File: src/rtl/cve2_wb_buffer_if.sv
// Writeback buffer bus: ID-side offer, LSU response, register-file write,
// retirement, hazard lookup and occupancy signals.
interface cve2_wb_buffer_if #(
  parameter int unsigned Depth = 2,
  parameter int unsigned Width = 32
);
  localparam int unsigned CntW = $clog2(Depth + 1);

  logic             en_wb_i;
  logic             ready_wb_o;
  logic [1:0]       instr_type_wb_i;
  logic [Width-1:0] pc_id_i;
  logic             instr_is_compressed_id_i;
  logic             instr_perf_count_id_i;
  logic [4:0]       rf_waddr_id_i;
  logic [Width-1:0] rf_wdata_id_i;
  logic             rf_we_id_i;
  logic             lsu_resp_valid_i;
  logic             lsu_resp_err_i;
  logic [Width-1:0] rf_wdata_lsu_i;
  logic             rf_we_lsu_i;
  logic             flush_i;
  logic [4:0]       rf_raddr_a_i;
  logic [4:0]       rf_raddr_b_i;
  logic             hazard_a_o;
  logic             hazard_b_o;
  logic [4:0]       rf_waddr_wb_o;
  logic [Width-1:0] rf_wdata_wb_o;
  logic             rf_we_wb_o;
  logic [Width-1:0] pc_wb_o;
  logic             instr_done_wb_o;
  logic             perf_instr_ret_wb_o;
  logic             perf_instr_ret_compressed_wb_o;
  logic             outstanding_load_wb_o;
  logic             outstanding_store_wb_o;
  logic [CntW-1:0]  count_o;

  modport slave (
    input  en_wb_i, instr_type_wb_i, pc_id_i, instr_is_compressed_id_i,
           instr_perf_count_id_i, rf_waddr_id_i, rf_wdata_id_i, rf_we_id_i,
           lsu_resp_valid_i, lsu_resp_err_i, rf_wdata_lsu_i, rf_we_lsu_i,
           flush_i, rf_raddr_a_i, rf_raddr_b_i,
    output ready_wb_o, hazard_a_o, hazard_b_o, rf_waddr_wb_o, rf_wdata_wb_o,
           rf_we_wb_o, pc_wb_o, instr_done_wb_o, perf_instr_ret_wb_o,
           perf_instr_ret_compressed_wb_o, outstanding_load_wb_o,
           outstanding_store_wb_o, count_o
  );

  modport master (
    output en_wb_i, instr_type_wb_i, pc_id_i, instr_is_compressed_id_i,
           instr_perf_count_id_i, rf_waddr_id_i, rf_wdata_id_i, rf_we_id_i,
           lsu_resp_valid_i, lsu_resp_err_i, rf_wdata_lsu_i, rf_we_lsu_i,
           flush_i, rf_raddr_a_i, rf_raddr_b_i,
    input  ready_wb_o, hazard_a_o, hazard_b_o, rf_waddr_wb_o, rf_wdata_wb_o,
           rf_we_wb_o, pc_wb_o, instr_done_wb_o, perf_instr_ret_wb_o,
           perf_instr_ret_compressed_wb_o, outstanding_load_wb_o,
           outstanding_store_wb_o, count_o
  );
endinterface

File: src/rtl/cve2_wb_buffer.sv
// In-order writeback buffer: a circular FIFO of in-flight instructions that
// retire from the head once they are non-LSU or their LSU response arrives.
module cve2_wb_buffer #(
  parameter int unsigned Depth = 2,
  parameter int unsigned Width = 32
) (
  input  logic               clk_i,
  input  logic               rst_i,
  cve2_wb_buffer_if.slave    wb
);

  localparam int unsigned PtrW = (Depth > 1) ? $clog2(Depth) : 1;
  localparam int unsigned CntW = $clog2(Depth + 1);

  typedef logic [PtrW-1:0] ptr_t;
  localparam ptr_t LastPtr = ptr_t'(Depth - 1);

  // Explicit wrap so non-power-of-two depths work.
  function automatic ptr_t ptr_inc(input ptr_t p);
    return (p == LastPtr) ? '0 : p + ptr_t'(1);
  endfunction

  logic             valid_q [Depth];
  logic [1:0]       type_q  [Depth];
  logic [Width-1:0] pc_q    [Depth];
  logic             cmp_q   [Depth];
  logic             cnt_q   [Depth];
  logic [4:0]       waddr_q [Depth];
  logic [Width-1:0] wdata_q [Depth];
  logic             we_q    [Depth];

  ptr_t            head_q, head_d, tail_q, tail_d;
  logic [CntW-1:0] count_q, count_d;

  logic head_valid, head_load, head_other, head_done;
  logic accept, ready;
  logic             we_out;
  logic [Width-1:0] wdata_sel;

  // Head decode, handshake and retirement outputs.
  always_comb begin
    head_valid = valid_q[head_q];
    head_load  = (type_q[head_q] == 2'd0);
    head_other = type_q[head_q][1];  // 2 and 3 are both "other"
    head_done  = head_valid & (head_other | wb.lsu_resp_valid_i);
    ready      = (count_q < CntW'(Depth)) | head_done;
    accept     = wb.en_wb_i & ready & ~wb.flush_i;

    we_out    = 1'b0;
    wdata_sel = '0;
    if (head_done) begin
      if (head_load) begin
        we_out    = wb.rf_we_lsu_i & ~wb.lsu_resp_err_i;
        wdata_sel = wb.rf_wdata_lsu_i;
      end else if (head_other) begin
        we_out    = we_q[head_q];
        wdata_sel = wdata_q[head_q];
      end
    end

    wb.ready_wb_o      = ready;
    wb.instr_done_wb_o = head_done;
    wb.rf_we_wb_o      = we_out;
    wb.rf_wdata_wb_o   = we_out ? wdata_sel : '0;
    wb.rf_waddr_wb_o   = head_valid ? waddr_q[head_q] : 5'd0;
    wb.pc_wb_o         = head_valid ? pc_q[head_q] : '0;
    wb.perf_instr_ret_wb_o = head_done & cnt_q[head_q] &
                             ~(wb.lsu_resp_valid_i & wb.lsu_resp_err_i);
    wb.perf_instr_ret_compressed_wb_o = wb.perf_instr_ret_wb_o & cmp_q[head_q];
    wb.count_o = count_q;
  end

  // Pending-write hazard lookup and outstanding LSU flags over all valid entries.
  always_comb begin
    wb.hazard_a_o             = 1'b0;
    wb.hazard_b_o             = 1'b0;
    wb.outstanding_load_wb_o  = 1'b0;
    wb.outstanding_store_wb_o = 1'b0;
    for (int i = 0; i < int'(Depth); i++) begin
      if (valid_q[i]) begin
        if ((we_q[i] | (type_q[i] == 2'd0)) && (waddr_q[i] == wb.rf_raddr_a_i)) begin
          wb.hazard_a_o = 1'b1;
        end
        if ((we_q[i] | (type_q[i] == 2'd0)) && (waddr_q[i] == wb.rf_raddr_b_i)) begin
          wb.hazard_b_o = 1'b1;
        end
        if (type_q[i] == 2'd0) wb.outstanding_load_wb_o  = 1'b1;
        if (type_q[i] == 2'd1) wb.outstanding_store_wb_o = 1'b1;
      end
    end
    if (wb.rf_raddr_a_i == 5'd0) wb.hazard_a_o = 1'b0;
    if (wb.rf_raddr_b_i == 5'd0) wb.hazard_b_o = 1'b0;
  end

  // Pointer and occupancy next state.
  always_comb begin
    head_d  = head_q;
    tail_d  = tail_q;
    count_d = count_q;
    if (wb.flush_i) begin
      head_d  = '0;
      tail_d  = '0;
      count_d = '0;
    end else begin
      if (head_done) head_d = ptr_inc(head_q);
      if (accept)    tail_d = ptr_inc(tail_q);
      count_d = count_q + CntW'(accept) - CntW'(head_done);
    end
  end

  // Entry storage; an accept into the slot just retired (full buffer) wins.
  always_ff @(posedge clk_i) begin
    if (rst_i) begin
      head_q  <= '0;
      tail_q  <= '0;
      count_q <= '0;
      for (int i = 0; i < int'(Depth); i++) begin
        valid_q[i] <= 1'b0;
        type_q[i]  <= 2'd0;
        pc_q[i]    <= '0;
        cmp_q[i]   <= 1'b0;
        cnt_q[i]   <= 1'b0;
        waddr_q[i] <= 5'd0;
        wdata_q[i] <= '0;
        we_q[i]    <= 1'b0;
      end
    end else begin
      head_q  <= head_d;
      tail_q  <= tail_d;
      count_q <= count_d;
      if (wb.flush_i) begin
        for (int i = 0; i < int'(Depth); i++) valid_q[i] <= 1'b0;
      end else begin
        if (head_done) valid_q[head_q] <= 1'b0;
        if (accept) begin
          valid_q[tail_q] <= 1'b1;
          type_q[tail_q]  <= wb.instr_type_wb_i;
          pc_q[tail_q]    <= wb.pc_id_i;
          cmp_q[tail_q]   <= wb.instr_is_compressed_id_i;
          cnt_q[tail_q]   <= wb.instr_perf_count_id_i;
          waddr_q[tail_q] <= wb.rf_waddr_id_i;
          wdata_q[tail_q] <= wb.rf_wdata_id_i;
          we_q[tail_q]    <= wb.rf_we_id_i;
        end
      end
    end
  end

endmodule
File: src/flat_wrapper.sv
// flat-port wrapper written by rule: the top's interface ports become plain ports
module cve2_wb_buffer_flat 
#(
  parameter int unsigned Depth = 2,
  parameter int unsigned Width = 32
)
  (clk_i, rst_i, wb_en_wb_i, wb_instr_type_wb_i, wb_pc_id_i, wb_instr_is_compressed_id_i, wb_instr_perf_count_id_i, wb_rf_waddr_id_i, wb_rf_wdata_id_i, wb_rf_we_id_i, wb_lsu_resp_valid_i, wb_lsu_resp_err_i, wb_rf_wdata_lsu_i, wb_rf_we_lsu_i, wb_flush_i, wb_rf_raddr_a_i, wb_rf_raddr_b_i, wb_ready_wb_o, wb_hazard_a_o, wb_hazard_b_o, wb_rf_waddr_wb_o, wb_rf_wdata_wb_o, wb_rf_we_wb_o, wb_pc_wb_o, wb_instr_done_wb_o, wb_perf_instr_ret_wb_o, wb_perf_instr_ret_compressed_wb_o, wb_outstanding_load_wb_o, wb_outstanding_store_wb_o, wb_count_o);
  cve2_wb_buffer_if #(.Depth(Depth), .Width(Width)) wb_i ();
  input  logic clk_i;
  input  logic rst_i;
  input wire logic [$bits(wb_i.en_wb_i)-1:0] wb_en_wb_i;
  input wire logic [$bits(wb_i.instr_type_wb_i)-1:0] wb_instr_type_wb_i;
  input wire logic [$bits(wb_i.pc_id_i)-1:0] wb_pc_id_i;
  input wire logic [$bits(wb_i.instr_is_compressed_id_i)-1:0] wb_instr_is_compressed_id_i;
  input wire logic [$bits(wb_i.instr_perf_count_id_i)-1:0] wb_instr_perf_count_id_i;
  input wire logic [$bits(wb_i.rf_waddr_id_i)-1:0] wb_rf_waddr_id_i;
  input wire logic [$bits(wb_i.rf_wdata_id_i)-1:0] wb_rf_wdata_id_i;
  input wire logic [$bits(wb_i.rf_we_id_i)-1:0] wb_rf_we_id_i;
  input wire logic [$bits(wb_i.lsu_resp_valid_i)-1:0] wb_lsu_resp_valid_i;
  input wire logic [$bits(wb_i.lsu_resp_err_i)-1:0] wb_lsu_resp_err_i;
  input wire logic [$bits(wb_i.rf_wdata_lsu_i)-1:0] wb_rf_wdata_lsu_i;
  input wire logic [$bits(wb_i.rf_we_lsu_i)-1:0] wb_rf_we_lsu_i;
  input wire logic [$bits(wb_i.flush_i)-1:0] wb_flush_i;
  input wire logic [$bits(wb_i.rf_raddr_a_i)-1:0] wb_rf_raddr_a_i;
  input wire logic [$bits(wb_i.rf_raddr_b_i)-1:0] wb_rf_raddr_b_i;
  output wire logic [$bits(wb_i.ready_wb_o)-1:0] wb_ready_wb_o;
  output wire logic [$bits(wb_i.hazard_a_o)-1:0] wb_hazard_a_o;
  output wire logic [$bits(wb_i.hazard_b_o)-1:0] wb_hazard_b_o;
  output wire logic [$bits(wb_i.rf_waddr_wb_o)-1:0] wb_rf_waddr_wb_o;
  output wire logic [$bits(wb_i.rf_wdata_wb_o)-1:0] wb_rf_wdata_wb_o;
  output wire logic [$bits(wb_i.rf_we_wb_o)-1:0] wb_rf_we_wb_o;
  output wire logic [$bits(wb_i.pc_wb_o)-1:0] wb_pc_wb_o;
  output wire logic [$bits(wb_i.instr_done_wb_o)-1:0] wb_instr_done_wb_o;
  output wire logic [$bits(wb_i.perf_instr_ret_wb_o)-1:0] wb_perf_instr_ret_wb_o;
  output wire logic [$bits(wb_i.perf_instr_ret_compressed_wb_o)-1:0] wb_perf_instr_ret_compressed_wb_o;
  output wire logic [$bits(wb_i.outstanding_load_wb_o)-1:0] wb_outstanding_load_wb_o;
  output wire logic [$bits(wb_i.outstanding_store_wb_o)-1:0] wb_outstanding_store_wb_o;
  output wire logic [$bits(wb_i.count_o)-1:0] wb_count_o;
  assign wb_i.en_wb_i = wb_en_wb_i;
  assign wb_i.instr_type_wb_i = wb_instr_type_wb_i;
  assign wb_i.pc_id_i = wb_pc_id_i;
  assign wb_i.instr_is_compressed_id_i = wb_instr_is_compressed_id_i;
  assign wb_i.instr_perf_count_id_i = wb_instr_perf_count_id_i;
  assign wb_i.rf_waddr_id_i = wb_rf_waddr_id_i;
  assign wb_i.rf_wdata_id_i = wb_rf_wdata_id_i;
  assign wb_i.rf_we_id_i = wb_rf_we_id_i;
  assign wb_i.lsu_resp_valid_i = wb_lsu_resp_valid_i;
  assign wb_i.lsu_resp_err_i = wb_lsu_resp_err_i;
  assign wb_i.rf_wdata_lsu_i = wb_rf_wdata_lsu_i;
  assign wb_i.rf_we_lsu_i = wb_rf_we_lsu_i;
  assign wb_i.flush_i = wb_flush_i;
  assign wb_i.rf_raddr_a_i = wb_rf_raddr_a_i;
  assign wb_i.rf_raddr_b_i = wb_rf_raddr_b_i;
  assign wb_ready_wb_o = wb_i.ready_wb_o;
  assign wb_hazard_a_o = wb_i.hazard_a_o;
  assign wb_hazard_b_o = wb_i.hazard_b_o;
  assign wb_rf_waddr_wb_o = wb_i.rf_waddr_wb_o;
  assign wb_rf_wdata_wb_o = wb_i.rf_wdata_wb_o;
  assign wb_rf_we_wb_o = wb_i.rf_we_wb_o;
  assign wb_pc_wb_o = wb_i.pc_wb_o;
  assign wb_instr_done_wb_o = wb_i.instr_done_wb_o;
  assign wb_perf_instr_ret_wb_o = wb_i.perf_instr_ret_wb_o;
  assign wb_perf_instr_ret_compressed_wb_o = wb_i.perf_instr_ret_compressed_wb_o;
  assign wb_outstanding_load_wb_o = wb_i.outstanding_load_wb_o;
  assign wb_outstanding_store_wb_o = wb_i.outstanding_store_wb_o;
  assign wb_count_o = wb_i.count_o;
  cve2_wb_buffer #(.Depth(Depth), .Width(Width)) u_core (.clk_i(clk_i), .rst_i(rst_i), .wb(wb_i));
endmodule
File: config.mk
export PLATFORM = sky130hd
export DESIGN_NAME = cve2_wb_buffer_flat
export DESIGN_NICKNAME = d
export VERILOG_FILES = /design/src/rtl/cve2_wb_buffer_if.sv /design/src/rtl/cve2_wb_buffer.sv /design/src/flat_wrapper.sv
export SDC_FILE = /design/constraint.sdc
export NUM_CORES = 1
export LEC_CHECK = 0
export CAP_MARGIN = 20
export CORE_MARGIN = 5
export CORE_UTILIZATION = 53
export CTS_CLUSTER_DIAMETER = 100
export DETAILED_ROUTE_END_ITERATION = 12
export PLACE_DENSITY = 0.86
export SYNTH_ARGS = -nofsm -noshare
export SYNTH_HDL_FRONTEND = slang
export SYNTH_SLANG_ARGS = --single-unit
export TNS_END_PERCENT = 50
File: constraint.sdc
create_clock -name clk_i -period 5.6 [get_ports clk_i]
set_input_delay 0.56 -clock clk_i [delete_from_list [all_inputs] [get_ports clk_i]]
set_output_delay 0.56 -clock clk_i [all_outputs]
set_load 0.03 [all_outputs]
==> reports/results.txt <==
status: finished clean
Chip Width: 131 um
later-pin clock latency in the skew report: 420 ps
DR WL/cell: 18.3 um
Post-Route WL: 18100 um
CTS clk-pin slew, worst paths: 50 ps
Post-synth EDFFs: 148
gr ovfl total: 0
Mapped Nets: 726
top cells by count, synth: and2_1, edfxtp_1, nor2_1
Slew Viols, Final: 0
I/O Pins: 203
part of the power in the clock network: 40.2%
IO Port Bufs: 202
f_max: 0.252 GHz
PostCTS Resize Cnt: 0
CTS root buf: clkbuf_16
RSZ-0062 raised after global routing: no
Post-Route Skew: 10.8 ps
Area Overhead vs Synth: 33.9%
Combinational Power Share: 11.4%
Rows: 44
Period minus WS final: 3960 ps
flops & latches, synth: 155
worst path required time: 5040 ps
full die area: 17100 um2
Max VDD drop: 0.166 mV
register area share after synthesis: 59.3%
post-DP HPWL: 12100 um
via count: 5302
Synth area leader: edfxtp_1
Final #Nets: 914
GPL Wtd Cong: 0.889
Inserted Clock Buffers: 17
core box area: 14400 um2
critical path class: flip-flop to output port
Die Y: 131 um
Total Power: 2.81 mW
Critical Path Sink: wb_rf_wdata_wb_o[18]
synthesized cell area: 7730 um2
Yosys top cell area share: 57.5%
H-Tree Depth: 4
clock buffer depth: 2
postcts setup bufs: 0
critical path endpoint category: output port
synth top area cells: edfxtp_1, and2_1, mux2i_1, mux2_2, nor2_1
DR pass1 iterations: 5
Pleak: 3.73 nW
CTS sink count: 155
r2r worst-path depth: 4
maxcap violations: 0
R2R Setup Slk: 2710 ps
number of global-route vias before repair: 5658
Final setup viols: 0
critical path launch point type: flip-flop
worst slew pin tran: 988 ps
pwr/cell area: 272 nW/um2
Starting Density: 53.6%
Yosys cell types: 44
top_reg_cell synth: edfxtp_1
DRC viols: 0
Worst Hold Class: flip-flop to flip-flop
P_sw: 599 uW
hold buffer count at cts: 0
DRT iter0 DRCs: 320
CTS tree: built
syn avg cell area: 12.9 um2
count of final hold-check violations: 0
Internal: 2.21 mW
Total GRT Usage: 21.5%
number of vias per cell: 5.38
Layout fillers: 989
worst r2r dst: u_core.pc_q[0][19]
count leader, synth: and2_1
sequential share of power: 48.4%
Cells after Synth: 601
largest net degree at the start of global routing: 76
number of synthesis warnings: 0
crit share post-route: 70.7%
initial antenna violation count: 0
antenna diode count: 0
setup TNS: 0 ps
post-route ant nets: 0
switching share of power: 21.3%
proportion of layout cells with a drive suffix above 1: 9.60%
first-pass GRT wire length: 28200 um
fraction of registers with async set/reset: 0%
Max-slew headroom: 34.2%
critical path data arrival time: 3400 ps
worst-path maximum fanout: 36
[how the worst min path moves through the flow]
stage	startpoint	endpoint	slack [ps]	cells after the start
floorplan	u_core.tail_q	u_core.tail_q	490	2
global route	u_core.head_q	u_core.valid_q[0]	610	2
detailed placement	u_core.head_q	u_core.valid_q[0]	550	2
CTS	u_core.head_q	u_core.valid_q[0]	570	2
finish	u_core.head_q	u_core.valid_q[0]	570	2
global placement	u_core.tail_q	u_core.tail_q	510	2
[final cells by class]
| class | instances | area [um2] | share of cell area, % |
|---|---|---|---|
| Multi-Input combinational cell | 400 | 2830 | 27.3 |
| Tap cell | 184 | 230 | 2.22 |
| Timing Repair Buffer | 207 | 2100 | 20.3 |
| Clock buffer | 24 | 462 | 4.46 |
| Clock inverter | 8 | 119 | 1.15 |
| Inverter | 8 | 30.0 | 0.290 |
| Sequential cell | 155 | 4590 | 44.3 |
[stage by stage]
| step | instances | instance area (um2) | utilization, % | hold slack [ps] | setup WS (ps) |
|---|---|---|---|---|---|
| after floorplan | 601 | 7730 | - | 491 | 2440 |
| after global placement | 952 | 9720 | 67.4 | 515 | 2110 |
| after detailed placement | 952 | 9720 | 67.4 | 553 | 1970 |
| after CTS | 984 | 10300 | 71.4 | 567 | 1500 |
| after global routing | 986 | 10400 | 71.8 | 608 | 1480 |
| final | 986 | 10400 | 71.8 | 568 | 1640 |
[state kept, by name, summed over array words and instances, names as in the netlist, 2 cells and up, named ones only]
signal,cells
u_core.waddr_q,10
u_core.cmp_q,2
u_core.pc_q,64
u_core.wb.count_o,2
u_core.cnt_q,2
u_core.valid_q,2
u_core.type_q,4
u_core.wdata_q,64
u_core.we_q,2
[metal layers]
layer / share of wire, % / track usage [%] / up-vias
li1: - / - / 2504
met1: 39 / 25.1 / 2589
met2: 54 / 38.8 / 176
met3: 5.1 / 4.31 / 33
met4: 2.3 / 8.29 / 0
met5: 0 / 0 / -
[cell usage in the layout, fill, tap and decap left out, types with 2 or more instances in the layout]
master	netlist	final
nand3_1	6	6
mux2i_1	39	39
buf_4	8	3
ha_1	2	2
mux2_2	33	33
or4_1	2	2
clkbuf_1	5	6
clkdlybuf4s50_1	0	202
nor4_1	4	4
xnor2_1	14	14
inv_1	7	7
nand2_1	2	2
edfxtp_1	148	148
nor3_1	2	2
nor2_1	74	74
o21ai_0	5	5
clkbuf_16	0	17
o211ai_1	2	2
nor2_4	2	2
clkinv_2	0	4
a21o_4	0	2
dfxtp_1	7	6
and2_1	150	150
xor2_1	8	8
buf_16	0	2
o22a_1	2	2
bufinv_16	0	3
a22oi_1	32	32
and3b_1	2	2
[critical path, cell delays in order, from the launching register on]
cell	delay [ps]
dfxtp_4	740
mux2_4	500
and2_4	220
o21ai_4	690
nor2_1	150
clkdlybuf4s50_1	660
[power groups by stage]
stage	Sequential (mW)	Combinational [mW]	Clock, mW
6_report	1.36	0.320	1.13
5_1_grt	1.37	0.346	1.19
4_1_cts	1.36	0.315	1.14
3_5_place_dp	1.39	0.313	0
3_3_place_gp	1.38	0.305	0
2_1_floorplan	1.38	0.171	0
[cells by family (layout without fill, tap and decap cells)]
group	after synthesis	count (layout)	share of synthesized area, %
and+or+nand+nor	251	251	18.1
DFF	155	155	59.3
muxes	73	73	10.0
AOI/OAI and AO/OA	52	52	5.27
buffers and inverters	46	247	4.48
xor gates and xnor gates	22	22	2.49
adders and majority gates	2	2	0.324
No activity file was read; power rests on OpenSTA's default activity.
